File: src/rtl/ps2_keymatrix_pkg.sv
// Shared types and constants for the PS/2 to PC-8001 key matrix front end.
// Optional build macro used by the top level: PS2_PARITY_CHECK_EN.
package ps2_keymatrix_pkg;

  typedef enum logic [1:0] {
    ST_IDLE   = 2'd0,
    ST_DATA   = 2'd1,
    ST_PARITY = 2'd2,
    ST_STOP   = 2'd3
  } ps2_state_t;

  localparam logic [7:0] SC_EXT   = 8'hE0;
  localparam logic [7:0] SC_BRK   = 8'hF0;
  localparam logic [7:0] SC_PAUSE = 8'hE1;
  localparam logic [7:0] SC_BAT   = 8'hAA;

  typedef struct packed {
    logic       hit;
    logic [3:0] row;
    logic [2:0] col;
  } key_loc_t;

  function automatic key_loc_t make_loc(input logic [3:0] row, input logic [2:0] col);
    key_loc_t loc;
    loc.hit = 1'b1;
    loc.row = row;
    loc.col = col;
    return loc;
  endfunction

  // PS/2 uses odd parity over the eight data bits plus the parity bit.
  function automatic logic odd_parity_ok(input logic [7:0] data, input logic par);
    return ^{data, par};
  endfunction

endpackage

File: src/rtl/ps2_scan_map.sv
// Scan code set 2 to PC-8001 matrix position lookup; bit 8 of the code is the E0 prefix.
module ps2_scan_map
  import ps2_keymatrix_pkg::*;
(
  input  logic [8:0] i_code,
  output key_loc_t   o_loc
);

  // Table lookup; unlisted codes report no hit.
  always_comb begin
    o_loc = '0;
    case (i_code)
      9'h070: o_loc = make_loc(4'd0, 3'd0);
      9'h069: o_loc = make_loc(4'd0, 3'd1);
      9'h072: o_loc = make_loc(4'd0, 3'd2);
      9'h07A: o_loc = make_loc(4'd0, 3'd3);
      9'h06B: o_loc = make_loc(4'd0, 3'd4);
      9'h073: o_loc = make_loc(4'd0, 3'd5);
      9'h074: o_loc = make_loc(4'd0, 3'd6);
      9'h06C: o_loc = make_loc(4'd0, 3'd7);
      9'h075: o_loc = make_loc(4'd1, 3'd0);
      9'h07D: o_loc = make_loc(4'd1, 3'd1);
      9'h07C: o_loc = make_loc(4'd1, 3'd2);
      9'h079: o_loc = make_loc(4'd1, 3'd3);
      9'h071: o_loc = make_loc(4'd1, 3'd6);
      9'h05A: o_loc = make_loc(4'd1, 3'd7);
      9'h15A: o_loc = make_loc(4'd1, 3'd7);
      9'h00E: o_loc = make_loc(4'd2, 3'd0);
      9'h01C: o_loc = make_loc(4'd2, 3'd1);
      9'h032: o_loc = make_loc(4'd2, 3'd2);
      9'h021: o_loc = make_loc(4'd2, 3'd3);
      9'h023: o_loc = make_loc(4'd2, 3'd4);
      9'h024: o_loc = make_loc(4'd2, 3'd5);
      9'h02B: o_loc = make_loc(4'd2, 3'd6);
      9'h034: o_loc = make_loc(4'd2, 3'd7);
      9'h033: o_loc = make_loc(4'd3, 3'd0);
      9'h043: o_loc = make_loc(4'd3, 3'd1);
      9'h03B: o_loc = make_loc(4'd3, 3'd2);
      9'h042: o_loc = make_loc(4'd3, 3'd3);
      9'h04B: o_loc = make_loc(4'd3, 3'd4);
      9'h03A: o_loc = make_loc(4'd3, 3'd5);
      9'h031: o_loc = make_loc(4'd3, 3'd6);
      9'h044: o_loc = make_loc(4'd3, 3'd7);
      9'h04D: o_loc = make_loc(4'd4, 3'd0);
      9'h015: o_loc = make_loc(4'd4, 3'd1);
      9'h02D: o_loc = make_loc(4'd4, 3'd2);
      9'h01B: o_loc = make_loc(4'd4, 3'd3);
      9'h02C: o_loc = make_loc(4'd4, 3'd4);
      9'h03C: o_loc = make_loc(4'd4, 3'd5);
      9'h02A: o_loc = make_loc(4'd4, 3'd6);
      9'h01D: o_loc = make_loc(4'd4, 3'd7);
      9'h022: o_loc = make_loc(4'd5, 3'd0);
      9'h035: o_loc = make_loc(4'd5, 3'd1);
      9'h01A: o_loc = make_loc(4'd5, 3'd2);
      9'h054: o_loc = make_loc(4'd5, 3'd3);
      9'h05D: o_loc = make_loc(4'd5, 3'd4);
      9'h05B: o_loc = make_loc(4'd5, 3'd5);
      9'h055: o_loc = make_loc(4'd5, 3'd6);
      9'h04E: o_loc = make_loc(4'd5, 3'd7);
      9'h045: o_loc = make_loc(4'd6, 3'd0);
      9'h016: o_loc = make_loc(4'd6, 3'd1);
      9'h01E: o_loc = make_loc(4'd6, 3'd2);
      9'h026: o_loc = make_loc(4'd6, 3'd3);
      9'h025: o_loc = make_loc(4'd6, 3'd4);
      9'h02E: o_loc = make_loc(4'd6, 3'd5);
      9'h036: o_loc = make_loc(4'd6, 3'd6);
      9'h03D: o_loc = make_loc(4'd6, 3'd7);
      9'h03E: o_loc = make_loc(4'd7, 3'd0);
      9'h046: o_loc = make_loc(4'd7, 3'd1);
      9'h052: o_loc = make_loc(4'd7, 3'd2);
      9'h04C: o_loc = make_loc(4'd7, 3'd3);
      9'h041: o_loc = make_loc(4'd7, 3'd4);
      9'h049: o_loc = make_loc(4'd7, 3'd5);
      9'h04A: o_loc = make_loc(4'd7, 3'd6);
      9'h051: o_loc = make_loc(4'd7, 3'd7);
      9'h16C: o_loc = make_loc(4'd8, 3'd0);
      9'h175: o_loc = make_loc(4'd8, 3'd1);
      9'h174: o_loc = make_loc(4'd8, 3'd2);
      9'h171: o_loc = make_loc(4'd8, 3'd3);
      9'h170: o_loc = make_loc(4'd8, 3'd3);
      9'h066: o_loc = make_loc(4'd8, 3'd3);
      9'h011: o_loc = make_loc(4'd8, 3'd4);
      9'h111: o_loc = make_loc(4'd8, 3'd5);
      9'h012: o_loc = make_loc(4'd8, 3'd6);
      9'h059: o_loc = make_loc(4'd8, 3'd6);
      9'h014: o_loc = make_loc(4'd8, 3'd7);
      9'h114: o_loc = make_loc(4'd8, 3'd7);
      9'h007: o_loc = make_loc(4'd9, 3'd0);
      9'h005: o_loc = make_loc(4'd9, 3'd1);
      9'h006: o_loc = make_loc(4'd9, 3'd2);
      9'h004: o_loc = make_loc(4'd9, 3'd3);
      9'h00C: o_loc = make_loc(4'd9, 3'd4);
      9'h003: o_loc = make_loc(4'd9, 3'd5);
      9'h029: o_loc = make_loc(4'd9, 3'd6);
      9'h076: o_loc = make_loc(4'd9, 3'd7);
      9'h00D: o_loc = make_loc(4'd10, 3'd0);
      9'h172: o_loc = make_loc(4'd10, 3'd1);
      9'h16B: o_loc = make_loc(4'd10, 3'd2);
      9'h058: o_loc = make_loc(4'd10, 3'd7);
      default: o_loc = '0;
    endcase
  end

endmodule

File: src/rtl/ps2_keymatrix.sv
// PS/2 keyboard receiver and make/break decoder driving a 12-row PC-8001 key matrix.
// Build option: define PS2_PARITY_CHECK_EN to reject frames with bad odd parity.
module ps2_keymatrix
  import ps2_keymatrix_pkg::*;
#(
  parameter int FILT_LEN = 8,
  parameter int TIMEOUT  = 2048,
  parameter int ROWS     = 12
) (
  input  logic       clk,
  input  logic       reset_n,
  input  logic       ps2_clk,
  input  logic       ps2_data,
  input  logic [3:0] kbd_adr,
  output logic [7:0] keydata,
  output logic       frame_err
);

  localparam int FW = $clog2(FILT_LEN + 1);
  localparam int WW = $clog2(TIMEOUT + 1);

`ifdef PS2_PARITY_CHECK_EN
  localparam logic PAR_CHECK = 1'b1;
`else
  localparam logic PAR_CHECK = 1'b0;
`endif

  logic [1:0]    r_clk_sync, r_dat_sync;
  logic [FW-1:0] r_clk_cnt, r_dat_cnt;
  logic          r_clk_filt, r_dat_filt, r_clk_filt_d;
  ps2_state_t    r_state;
  logic [2:0]    r_bitcnt;
  logic [7:0]    r_shift, r_byte;
  logic          r_par, r_byte_valid, r_frame_err;
  logic [WW-1:0] r_wdog;
  logic          r_ext, r_brk;
  logic [7:0]    r_matrix [ROWS];
  logic [7:0]    r_keydata;
  logic          w_fall, w_par_ok;
  key_loc_t      w_loc;

  // Synchronize both lines, then accept a new level only after FILT_LEN agreeing samples.
  always_ff @(posedge clk or negedge reset_n) begin
    if (!reset_n) begin
      r_clk_sync   <= 2'b11;
      r_dat_sync   <= 2'b11;
      r_clk_cnt    <= '0;
      r_dat_cnt    <= '0;
      r_clk_filt   <= 1'b1;
      r_dat_filt   <= 1'b1;
      r_clk_filt_d <= 1'b1;
    end else begin
      r_clk_sync   <= {r_clk_sync[0], ps2_clk};
      r_dat_sync   <= {r_dat_sync[0], ps2_data};
      r_clk_filt_d <= r_clk_filt;
      if (r_clk_sync[1] == r_clk_filt) begin
        r_clk_cnt <= '0;
      end else if (r_clk_cnt == FW'(FILT_LEN - 1)) begin
        r_clk_filt <= r_clk_sync[1];
        r_clk_cnt  <= '0;
      end else begin
        r_clk_cnt <= r_clk_cnt + FW'(1);
      end
      if (r_dat_sync[1] == r_dat_filt) begin
        r_dat_cnt <= '0;
      end else if (r_dat_cnt == FW'(FILT_LEN - 1)) begin
        r_dat_filt <= r_dat_sync[1];
        r_dat_cnt  <= '0;
      end else begin
        r_dat_cnt <= r_dat_cnt + FW'(1);
      end
    end
  end

  assign w_fall   = r_clk_filt_d & ~r_clk_filt;
  assign w_par_ok = odd_parity_ok(r_shift, r_par) | ~PAR_CHECK;

  // Frame receiver with inter-edge watchdog; a stalled frame is abandoned as an error.
  always_ff @(posedge clk or negedge reset_n) begin
    if (!reset_n) begin
      r_state      <= ST_IDLE;
      r_bitcnt     <= 3'd0;
      r_shift      <= 8'h00;
      r_par        <= 1'b0;
      r_wdog       <= '0;
      r_byte       <= 8'h00;
      r_byte_valid <= 1'b0;
      r_frame_err  <= 1'b0;
    end else begin
      r_byte_valid <= 1'b0;
      r_frame_err  <= 1'b0;
      if (r_state != ST_IDLE && !w_fall && r_wdog == WW'(TIMEOUT - 1)) begin
        r_state     <= ST_IDLE;
        r_wdog      <= '0;
        r_frame_err <= 1'b1;
      end else begin
        if (r_state == ST_IDLE || w_fall) begin
          r_wdog <= '0;
        end else begin
          r_wdog <= r_wdog + WW'(1);
        end
        if (w_fall) begin
          case (r_state)
            ST_IDLE: begin
              if (!r_dat_filt) begin
                r_state  <= ST_DATA;
                r_bitcnt <= 3'd0;
              end
            end
            ST_DATA: begin
              r_shift  <= {r_dat_filt, r_shift[7:1]};
              r_bitcnt <= r_bitcnt + 3'd1;
              if (r_bitcnt == 3'd7) begin
                r_state <= ST_PARITY;
              end
            end
            ST_PARITY: begin
              r_par   <= r_dat_filt;
              r_state <= ST_STOP;
            end
            ST_STOP: begin
              if (r_dat_filt && w_par_ok) begin
                r_byte_valid <= 1'b1;
                r_byte       <= r_shift;
              end else begin
                r_frame_err <= 1'b1;
              end
              r_state <= ST_IDLE;
            end
            default: r_state <= ST_IDLE;
          endcase
        end
      end
    end
  end

  ps2_scan_map u_map (
    .i_code ({r_ext, r_byte}),
    .o_loc  (w_loc)
  );

  // Prefix tracking and matrix update; E1/AA pass through without disturbing pending prefixes.
  always_ff @(posedge clk or negedge reset_n) begin
    if (!reset_n) begin
      r_ext <= 1'b0;
      r_brk <= 1'b0;
      for (int i = 0; i < ROWS; i++) begin
        r_matrix[i] <= 8'h00;
      end
    end else if (r_byte_valid) begin
      case (r_byte)
        SC_EXT: r_ext <= 1'b1;
        SC_BRK: r_brk <= 1'b1;
        SC_PAUSE, SC_BAT: begin
          r_ext <= r_ext;
          r_brk <= r_brk;
        end
        default: begin
          if (w_loc.hit && w_loc.row < 4'(ROWS)) begin
            r_matrix[w_loc.row][w_loc.col] <= ~r_brk;
          end
          r_ext <= 1'b0;
          r_brk <= 1'b0;
        end
      endcase
    end
  end

  // Registered row read; same-cycle updates show up one clock later.
  always_ff @(posedge clk or negedge reset_n) begin
    if (!reset_n) begin
      r_keydata <= 8'h00;
    end else if (kbd_adr < 4'(ROWS)) begin
      r_keydata <= r_matrix[kbd_adr];
    end else begin
      r_keydata <= 8'h00;
    end
  end

  assign keydata   = r_keydata;
  assign frame_err = r_frame_err;

endmodule
File: config.mk
export PLATFORM = sky130hd
export DESIGN_NAME = ps2_keymatrix
export DESIGN_NICKNAME = d
export VERILOG_FILES = /design/src/rtl/ps2_keymatrix_pkg.sv /design/src/rtl/ps2_scan_map.sv /design/src/rtl/ps2_keymatrix.sv
export SDC_FILE = /design/constraint.sdc
export NUM_CORES = 1
export LEC_CHECK = 0
export CAP_MARGIN = 10
export CORE_ASPECT_RATIO = 1.75
export CORE_MARGIN = 3
export CORE_UTILIZATION = 39
export CTS_CLUSTER_SIZE = 30
export DETAILED_ROUTE_END_ITERATION = 6
export GPL_TIMING_DRIVEN = 0
export HOLD_SLACK_MARGIN = 0.02
export REMOVE_ABC_BUFFERS = 1
export SYNTH_ARGS = -nofsm -noshare
export SYNTH_HDL_FRONTEND = slang
export SYNTH_HIERARCHICAL = 1
export SYNTH_SLANG_ARGS = --single-unit
export TNS_END_PERCENT = 5
File: constraint.sdc
create_clock -name clk -period 3.7 [get_ports clk]
set_input_delay 0.74 -clock clk [delete_from_list [all_inputs] [get_ports clk]]
set_output_delay 0.74 -clock clk [all_outputs]
set_load 0.005 [all_outputs]
Yosys cells after proc, flatten, opt, wreduce, memory -nomap -nowiden
Cells that the tools add are included.

operators by class
  add/sub/neg operators = 4
  $lt $le $gt $ge = 7
  equality and inequality tests = 103
  mux-type cells = 33
  bitwise operators = 11
  reduce and logical (&&, ||, !) cells = 27

operator list
  operator                                                                  count
  8-bit one-hot mux with 82 select lines                                    1
  9-bit by 7-bit equality test with 1-bit output (second input constant)    36
  9-bit by 6-bit equality test with 1-bit output (second input constant)    23
  96-bit bitwise mux                                                        1
  9-bit by 5-bit equality test with 1-bit output (second input constant)    10
  9-bit equality test (second input constant)                               10
  9-bit by 3-bit equality test with 1-bit output (second input constant)    4
  8-bit binary-select mux with 4-bit select                                 1
  8-bit demux with 4-bit select                                             1
  8-bit equality test (second input constant)                               4
  8-bit 2-to-1 mux                                                          4
  9-bit by 4-bit equality test with 1-bit output (second input constant)    3
  12-bit 2-to-1 mux                                                         2
  4-bit 2-to-1 mux                                                          4
  12-bit by 1-bit adder with 12-bit output (second input constant)          1
  12-bit by 11-bit equality test with 1-bit output (second input constant)  1
  5-bit >= comparator (second input constant)                               2
  4-bit inverter with 5-bit output                                          2
  9-bit by 2-bit equality test with 1-bit output (second input constant)    1
  1-bit 2-to-1 mux                                                          9
  3-bit AND reduction                                                       3
  3-bit OR reduction                                                        3
  4-bit by 1-bit adder with 4-bit output (second input constant)            2
  4-bit by 3-bit equality test with 1-bit output (second input constant)    2
  28 further kinds                                                          55

word-level totals
  register bits = 156
  input bits = 8
  output and inout bits = 9
  logic and storage cells = 214

Depth between registers and ports, before layout
  depth after elaboration = 10
  gate-level depth with buffers = 14

By module
The synthesis kept the hierarchy.

modules (own cells, without submodules)
  module         instances  cells an instance  area an instance (sq um)  sequential area each (sq um)
  ps2_keymatrix  1          711                7960.1                    3912.5
  ps2_scan_map   1          275                1681.6                    0.0

Worst setup path after synthesis
No wires, ideal clock.

  kind = register to register
  start point = reg r_byte[0]
  end point = reg r_matrix[93] (netlist bit)
  library setup time = 80 ps
  arrival time = 3229 ps
  path slack = 391 ps
  stages on the path, launching flop included = 14
  clock period less this slack = 3309 ps
  cells stage by stage = dfrtp_1 buf_6 or3b_1 buf_2 or3_1 a21oi_2 nor3_1 and3_4 nand4_1 or3b_2 clkbuf_1 clkbuf_1 nor4_1 mux2i_1

RTL lines
  element                         RTL line              RTL
  start: declaration              ps2_keymatrix.sv:33   logic [7:0] r_shift, r_byte;
  start signal: assignment        ps2_keymatrix.sv:124  r_byte <= r_shift;
  end signal: indexed assignment  ps2_keymatrix.sv:160  r_matrix[w_loc.row][w_loc.col] <= ~r_brk;
  end: declaration                ps2_keymatrix.sv:37   logic [7:0] r_matrix [ROWS];

==> results by group <==
Status
  – Status: complete, but fails checks
  – Violated checks: negative setup slack

Detailed routing
  – Post-Route WL: 27900 microns
  – Antenna Nets Post-Route: 0
  – Via density: 6.30
  – WL per Instance: 21.7 microns
  – Initial DRT Pass Iterations: 6
  – DR DRC count: 0
  – Initial detailed-routing violation count: 934
  – Vias after detailed routing: 8083

Floorplan
  – Initial Util: 40.0%
  – FP Rows: 75
  – Die area: 0.0267 sq mm
  – Die Wd: 125 microns
  – I/O pin cnt: 17
  – Die height: 214 microns
  – Area of the core: 0.0241 sq mm

STA
  – Setup TNS: -0.0159 ns
  – Setup Viol. Count Final: 1
  – Achievable Freq: 269 MHz
  – Final Max Tran Viols: 0
  – Clock skew: 0.00904 ns
  – Final min period: 3.72 ns
  – Worst-margin pin slew: 1.23 ns
  – Worst slew margin: 17.6%
  – Final Hold Fails: 0
  – Fin Hold WS: 0.215 ns
  – Post-route clock period utilization: 100%
  – Final setup margin: -0.0159 ns
  – RSZ-0062 raised after global routing: yes

Yosys
  – Post-synth EDFFs: 0
  – Post-Syn Area: 0.00964 sq mm
  – Ys Warns: 6
  – Cell count after synthesis: 986
  – Share of synthesized flip-flops with an asynchronous set or reset: 100%
  – Sequential area share after synthesis: 40.6%
  – Distinct cells, synth: 77
  – Average footprint of a synthesized cell: 9.78 sq um
  – Seq cells post-synth: 156
  – Most used flip-flop cell after synthesis: dfrtp_1

Placed design
  – DP Wirelength: 16000 microns
  – I/O Buffers: 16
  – DP Cell Count: 1228
  – Final GP Congestion: 0.937
  – Placed Instance Area: 0.00999 sq mm

Global routing
  – First-pass GRT wire length: 43300 microns
  – Vias in the first global route: 7925
  – Initial antenna violation count: 0
  – Aggregate global routing overflow: 0
  – Largest net degree at the start of global routing: 103
  – Gr usage total: 19.9%

Cells and area
  – Post-layout instance area: 0.0111 sq mm
  – Layout cell share with drive strength beyond 1: 18.1%
  – Antenna diodes: 0
  – Area Growth Syn to Fin: 15.0%
  – Final Core Density: 46.0%
  – Final nets: 981
  – Fin cells: 1284

Worst setup path
  – Critical Path, Cell by Cell: or2_1 -> or3_1 -> o2bb2a_1 -> o2111ai_1 -> nor4_2 -> nand4_1 -> buf_4 -> or4b_4 -> nor4_1 -> mux2i_1
  – CP max-delay cell: dfrtp_4
  – Setup crit start kind: register
  – Cell family with most CP delay: simple AND/OR/NAND/NOR gates
  – Crit Path Class: reg -> reg
  – Worst reg2reg path depth: 10
  – Max incr delay on CP: 0.64 ns
  – Critical Path Stages: 10
  – Crit end category: register
  – Critical Path Fanout Max: 34
  – WP data arrival: 4.07 ns
  – CP bufs+invs: 1
  – Worst EP required: 4.06 ns

Clock tree
  – Clock slew at reported path FFs: 0.06 ns
  – Clock Tree Buf Depth: 2
  – CTS tree: done
  – Clock Latency Late Sink: 0.44 ns
  – Clock root cell: clkbuf_16
  – CTS Sinks: 156
  – TritonCTS buffer count: 17
  – Max H-tree Level: 4

Min path
  – Worst hold-check path type: in -> async

Pwr
  – P per Cell Area: 358 mW/mm^2
  – Lkg Pwr: 4.12 nW
  – VDD IR max: 0.238 mV

Run
  – MaxCap Viol Count: 0
-- where the power goes --
part | internal (W) | switching, W | leakage [nW] | total [W]
Sequential | 0.00180 | 0.0000730 | 2.12 | 0.00187
Clock | 0.00102 | 0.000676 | 0.277 | 0.00169
Combinational | 0.000152 | 0.000250 | 1.72 | 0.000402
Total | 0.00297 | 0.000999 | 4.12 | 0.00397
-- repair_timing --
item / in CTS / in global routing
buffers inserted: 6 / 16
hold buffers: 0 / 0
gates cloned: 1 / 2
gates resized for setup: 28 / 36
pin swaps: 6 / 7
setup endpoints to repair: 96 / 95
-- kinds of logic (layout without fill, tap and decap cells) --
family | after synthesis | in the layout | share of synthesized area [%]
AND/OR/NAND/NOR | 334 | 336 | 20.1
buffers and inverters | 200 | 187 | 8.59
flip-flops | 156 | 156 | 40.6
AO/OA/AOI/OAI | 135 | 136 | 10.7
multiplexers | 135 | 135 | 17.4
XOR/XNOR | 17 | 17 | 1.54
adder cells (fa/ha/maj) | 9 | 9 | 1.17
-- synth_stat cells, types with 4 or more instances --
library cell	n	area [sq um]
xnor2_1	12	105
o21ai_0	16	80.1
nor2b_1	14	87.6
o21ai_1	6	30.0
or3_1	8	50.1
inv_1	106	398
ha_1	9	113
o41ai_1	24	210
nor4_1	102	638
mux4_2	24	541
clkbuf_1	46	173
buf_1	4	15.0
nor3b_1	5	37.5
nor3_1	20	100
o32ai_1	5	43.8
nand2b_1	19	119
nand3_1	28	140
dfrtp_1	149	3730
o22ai_1	14	87.6
nand4bb_1	4	45.0
nand3b_1	6	45.0
buf_4	5	37.5
dfstp_2	7	184
mux2_2	17	191
nor2_1	46	173
mux2i_1	94	941
or2_2	5	31.3
a21oi_1	19	95.1
nand4_1	14	87.6
a31oi_1	4	25.0
buf_2	34	170
or4b_1	6	60.1
nand2_1	35	131
xor2_1	5	43.8
-- routing by layer --
| layer | global-route usage, % | part of all wire (%) | vias up |
|---|---|---|---|
| li1 | - | - | 3590 |
| met1 | 25.5 | 41 | 4048 |
| met2 | 32.2 | 49 | 350 |
| met3 | 3.29 | 5.0 | 95 |
| met4 | 10.9 | 5.1 | 0 |
| met5 | 0 | 0 | - |
-- placed cells by master, fill, tap and decap left out, drive strengths merged, types with 5 or more instances in the layout --
cell type        n
o41ai           24
nor3            20
nand4           14
inv            108
nor3b            5
or3              8
mux2i           94
o22ai           14
nand3b           6
dfrtp          149
mux2            17
mux4            24
clkdlybuf4s50   14
xor2             5
nand3           28
dfstp            7
nand2           35
clkinv           5
nor2            46
nor4           102
o32ai            5
or4b             6
or3b             6
clkbuf          23
nor2b           14
xnor2           12
ha               9
a21oi           20
buf             34
o21ai           22
nand2b          19
or2              7
-- state kept, by name, summed over array words and instances (netlist names) --
register,flops
r_byte,8
r_matrix,96
r_ext,1
r_byte_valid,1
r_shift,8
r_dat_filt,1
frame_err,1
r_wdog,12
r_bitcnt,3
r_brk,1
r_dat_sync,2
r_clk_sync,2
r_state,2
r_clk_filt_d,1
r_clk_filt,1
keydata,8
r_clk_cnt,4
r_dat_cnt,4
-- path summary, 6_finish.rpt --
kind                          startpoint  slack [ns]             to
max reg2reg                    r_byte[0]       -0.02   r_matrix[42]
min reg2reg                r_dat_sync[0]        0.35  r_dat_sync[1]
min                              reset_n        0.21     keydata[0]
min in group clk           r_dat_sync[0]        0.35  r_dat_sync[1]
max in group asynchronous        reset_n        2.55      r_byte[6]
max                            r_byte[0]       -0.02   r_matrix[42]
-- per-stage QoR --
stage	power (W)	setup slack (ns)
after global placement	0.00230	-4.67
after detailed placement	0.00231	-1.25
final	0.00397	-0.0159
after floorplan	0.00216	-0.213
after global routing	0.00416	-0.0701
after CTS	0.00402	-0.182
-- area by class of cell --
type                    instances  area [sq um]
multi-input cells             633          5150
fillers                      2227         13000
well taps                     308           385
inverters                     108           405
clock inverters                 8          92.6
clock buffers                  23           468
flip-flops and latches        156          3950
repair buffers                 48           641
Power figures use the tool's default switching activity.
